===== src/rtl/pipe_stage_reg.sv =====
// Elastic pipeline-stage register: one DATA_W payload, valid/ready on both sides, synchronous flush.
// Optional second (skid) entry enabled by defining PIPE_SKID_EN; default build is single-entry.
module pipe_stage_reg #(
   parameter int DATA_W     = 197,
   parameter bit CLEAR_DATA = 1'b1
) (
   input  logic              clock,
   input  logic              reset,
   input  logic              flush,
   input  logic              in_valid,
   output logic              in_ready,
   input  logic [DATA_W-1:0] in_data,
   output logic              out_valid,
   input  logic              out_ready,
   output logic [DATA_W-1:0] out_data,
   output logic [1:0]        occupancy
);

   // Handshake: a beat moves on a side exactly when valid & ready are both high at a rising
   // edge; valid never waits on ready, and a held beat's data is stable until it moves.

   // State encoding equals the entry count, so occupancy doubles as the visible FSM state.
   typedef enum logic [1:0] {
      EMPTY = 2'd0,
      BUSY  = 2'd1,
      FULL  = 2'd2
   } state_t;

   state_t            state;
   state_t            state_nxt;
   logic              accept;
   logic              drain;
   logic              load_main_in;
   logic [DATA_W-1:0] main_q;
`ifdef PIPE_SKID_EN
   logic              load_skid;
   logic              skid_to_main;
   logic [DATA_W-1:0] skid_q;
`endif

   always_ff @(posedge clock or posedge reset) begin
      if (reset) state <= EMPTY;
      else       state <= state_nxt;
   end

   always_comb begin
      state_nxt = state;
      if (flush) begin
         state_nxt = EMPTY;
      end else begin
         case (state)
            EMPTY: if (accept) state_nxt = BUSY;
            BUSY: begin
               if (drain && !accept) state_nxt = EMPTY;
`ifdef PIPE_SKID_EN
               else if (accept && !drain) state_nxt = FULL;
`endif
            end
            FULL:    if (drain) state_nxt = BUSY;
            default: state_nxt = EMPTY;
         endcase
      end
   end

   always_comb begin
      out_valid = (state != EMPTY);
`ifdef PIPE_SKID_EN
      // Depends on registered state only: no out_ready -> in_ready path.
      in_ready  = (state != FULL);
`else
      in_ready  = !out_valid || out_ready;
`endif
      occupancy    = state;
      accept       = in_valid && in_ready;
      drain        = out_valid && out_ready;
      load_main_in = !flush && accept && ((state == EMPTY) || drain);
`ifdef PIPE_SKID_EN
      load_skid    = !flush && accept && (state == BUSY) && !drain;
      skid_to_main = !flush && (state == FULL) && drain;
`endif
   end

   always_ff @(posedge clock or posedge reset) begin
      if (reset) begin
         main_q <= '0;
      end else if (flush) begin
         if (CLEAR_DATA) main_q <= '0;
      end else if (load_main_in) begin
         main_q <= in_data;
`ifdef PIPE_SKID_EN
      end else if (skid_to_main) begin
         main_q <= skid_q;
`endif
      end
   end

`ifdef PIPE_SKID_EN
   always_ff @(posedge clock or posedge reset) begin
      if (reset) begin
         skid_q <= '0;
      end else if (flush) begin
         if (CLEAR_DATA) skid_q <= '0;
      end else if (load_skid) begin
         skid_q <= in_data;
      end
   end
`endif

   assign out_data = main_q;

endmodule


===== config.mk =====
export PLATFORM = sky130hd
export DESIGN_NAME = pipe_stage_reg
export DESIGN_NICKNAME = d
export VERILOG_FILES = /design/src/rtl/pipe_stage_reg.sv
export SDC_FILE = /design/constraint.sdc
export NUM_CORES = 1
export LEC_CHECK = 0
export BUFFER_PORTS_ARGS = -buffer_cell sky130_fd_sc_hd__buf_2
export CORE_AREA = 2 2 157 159
export DETAILED_ROUTE_END_ITERATION = 6
export DIE_AREA = 0 0 159 161
export PLACE_DENSITY = 0.69
export SLEW_MARGIN = 5
export SYNTH_ARGS = -nofsm -noshare
export SYNTH_HDL_FRONTEND = slang
export SYNTH_SLANG_ARGS = --single-unit

===== constraint.sdc =====
create_clock -name clock -period 12.7 [get_ports clock]
set_clock_uncertainty 0.1 [all_clocks]
set_input_delay 0.635 -clock clock [delete_from_list [all_inputs] [get_ports clock]]
set_output_delay 0.635 -clock clock [all_outputs]
set_load 0.05 [all_outputs]

Word-level counts from Yosys, hierarchy flattened
Index checks and enable logic that the tools add are counted.
{ "word_totals": {"regBits": 199, "inputBits": 202, "out_inout_bits": 201, "elab_cells": 28} }
{ "op_classes": {"n_eq_ne": 5, "mux": 7, "reduce_logical": 14} }
{ "ops": {"columns": ["cell", "n"], "rows": [
  ["$mux W197", 2],
  ["$ne A3 B3 Y1 const B", 3],
  ["$mux W2", 4],
  ["$pmux W2 S3", 1],
  ["$logic_and A1 B1 Y1", 5],
  ["$reduce_bool A2 Y1", 2],
  ["$logic_not A1 Y1", 3],
  ["$reduce_and A3 Y1", 1],
  ["$eq A2 B1 Y1 const B", 1],
  ["$eq A2 B2 Y1 const B", 1],
  ["$logic_not A2 Y1", 1],
  ["$logic_or A1 B1 Y1", 2]
]} }

Logic depth before layout (Yosys ltp)
{ "logic_depth": {"depth_word": 9, "depth_mapped": 6, "ltp_nobuf": 3} }

Worst setup path after synthesis
OpenSTA, ideal clock, no wires.
{ "synth_timing": {"path_kind": "input to output", "from": "in out_ready", "to": "out in_ready", "path_stages": 4, "required_ns": 11.965, "t_arrival_ns": 1.317, "path_slack_ns": 10.648, "path_buffers": 3, "cell_sequence": "nand2b_4 buf_6 buf_6 buf_2"} }
{ "synth_via": {"elab_chain_cells": 1} }
{ "synth_rtl": {"columns": ["item", "line", "rtl"], "rows": [
  ["start: declaration", "14", "input logic out_ready,"],
  ["$logic_or A1 B1 Y1", "71", "in_ready = !out_valid || out_ready;"],
  ["end: declaration", "11", "output logic in_ready,"]
]} }
No other way between the ends.

Worst setup path in the final report
{ "layout_timing": {"from": "reg state[0], in the netlist occupancy[0]", "to": "out in_ready"} }
{ "layout_via": {"elab_chain_cells": 3} }
{ "layout_rtl": {"columns": ["item", "line", "rtl"], "rows": [
  ["start: declaration", "29", "state_t state;"],
  ["start signal: assignment", "43", "else state <= state_nxt;"],
  ["$reduce_bool A2 Y1", "66", "out_valid = (state != EMPTY);"],
  ["$logic_not A1 Y1", "71", null],
  ["$logic_or A1 B1 Y1", "71", null]
]} }
No other way between the ends.

==> out/results.ini <==
[status]
status = finished, final reports clean

[placement]
place_area_um2 = 11770
io_buffer_count = 401
dp_slack_ps = 9452
place_inst = 1526
place.detailed.hpwl_um = 16910
gp_congestion = 0.7630

[yosys]
ys_seq_area_frac = 0.5010
yosys_warnings = 0
ys_types = 14
synth_seq_cells = 198
postSynthCellCount = 906
synth_nets = 1108
postSynthAreaPerCell_um2 = 10.92
syn_area_um2 = 9889

[cells_and_area]
syn2layout_area_growth_pct = 24.56
num-fill-cells = 2235
drive_gt1_frac = 0.4748
fin_cells = 1558
multiInputGateArea_um2 = 4304
fin_area_um2 = 12320
layout_commonest_cell = buf_2
nets = 1423
regArea_um2 = 4955
postLayoutCoreUtil = 0.5140
layout_common_cells = buf_2, dfrtp_1, nand3_1

[power]
vdd_drop_max_uv = 83.74
p_leak_nw = 6.135
power.density_nw_per_um2 = 125.6

[floorplanning]
die_area_um2 = 25600
coreArea_um2 = 23960
ioPinCount = 403
initial_utilization = 0.4127
die_h_um = 161
die_w_um = 159
num_rows = 57

[clocking]
cts_buffers = 17
clkTransAtPathRegs_ps = 80
post_cts_buffers = 0
cts_hold_buf = 0
clockBufferDepth = 2
worstSkewPairLatency_ps = 420
htreeDepth = 4
clock_sinks = 198
clock-root-buffer = clkbuf_16
tritoncts = built
postCtsResizedCells = 0

[timing]
grt_setup_unrepaired = false
tns_ps = 0
setup_viol = 0
final_max_slew_viol_count = 0
post-route-period-util = 0.2692
period_needed_ps = 3419
max_freq_ghz = 0.2924
finalHoldViolations = 0
worst_slack_ps = 9281
worst_pin_slew_ps = 1088
slew_headroom = 0.2748

[worst_setup_path]
crit_end = in_ready
cpPeakStageDelay_ps = 590
worstPathCellList = nand2b_4, buf_12, buf_2
crit_start = occupancy[0]
r2r-start = occupancy[0]
timing.rr.end = out_data[149]
cp.arrival_ps = 2680
cp-start-kind = flop
crit_type = reg2out
end_kind = output pin
cp.required_ps = 11970
rr_worst_depth = 4
crit_path_top_delay_cell = buf_12
cp_max_fo = 223
regToRegSetupSlack_ps = 10170

[routing]
wl_met3_um = 2140
firstDrtPassIters = 4
top_layer = met5
routed_via_density = 5.218
met1_length_um = 11720
wl_per_cell_um = 17.16
route.detailed.drc = 0
ant_nets = 0
drt_wl_total_um = 26730
vias = 8129
wl_met2_um = 12220
drt_iter0_drc = 641

[grt]
gr-total-overflow = 0
grt_max_degree = 224
grt_pass1_vias = 7812
antenna_found_initial = 3
grt_pass1_wl_um = 42230
grt_usage = 0.2027

[hold_path]
min_path_type = in2async

[job]
max_cap_violations = 0

==> flip-flops by register name (all words and copies together) (netlist names) <==
name	cells
occupancy	1
out_data	197
==> cell families after synthesis <==
group,synth area share
other cells,0.0003792
buf+inv,0.06376
simple gates,0.1011
compound gates,0.3338
flops,0.5010
==> worst min-delay path by stage <==
| stage | start | end | slack (ps) |
|---|---|---|---|
| floorplan | in_data[24] | out_data[24] | 680 |
| global placement | out_data[83] | out_data[83] | 520 |
| detailed placement | out_data[6] | out_data[6] | 520 |
| CTS | in_data[42] | out_data[42] | 310 |
| global route | in_data[42] | out_data[42] | 320 |
| finish | reset | out_data[42] | 250 |
==> worst max-delay path, delay by kind of cell (launching register included) <==
kind          cells  cell delay, ps
simple gates      1             550
buf+inv           2            1000
flops             1             420
==> routing by layer <==
metal / vias to the layer above / global-route usage
met4: 2 / 0.06860
li1: 3861 / -
met3: 36 / 0.06574
met2: 308 / 0.3126
met1: 3922 / 0.2710
met5: - / 0
==> synthesized netlist by cell type, drive strengths merged <==
cell type | number | area share
dfrtp | 198 | 0.50
inv | 2 | 0.00076
nand3 | 197 | 0.10
a21oi | 198 | 0.13
conb | 1 | 0.00038
buf | 70 | 0.047
a21bo | 197 | 0.20
nand2b | 1 | 0.0014
clkbuf | 42 | 0.016
==> where the power goes <==
group / total [mW] / switching [mW] / internal, mW
clock network: 0.521 / 0.263 / 0.258
logic: 0.345 / 0.245 / 0.0995
registers: 0.681 / 0.0168 / 0.665
total: 1.55 / 0.525 / 1.02
==> metrics by stage <==
step	power (mW)	hold slack, ps
after floorplan	0.9515	677.2
after global placement	1.036	520.5
after detailed placement	1.040	520.5
after CTS	1.566	312.4
after global routing	1.618	315.2
final	1.547	246.3
==> area by class of cell <==
cell class | count | share of cell area
diodes | 2 | 0.0004063
clock buffers | 18 | 0.03484
clock inverters | 12 | 0.009243
inverters | 2 | 0.001219
multi-input cells | 594 | 0.3494
flip-flops and latches | 198 | 0.4022
well taps | 324 | 0.03291
repair buffers | 408 | 0.1697
Note: power is estimated with default switching activity, not from simulation.
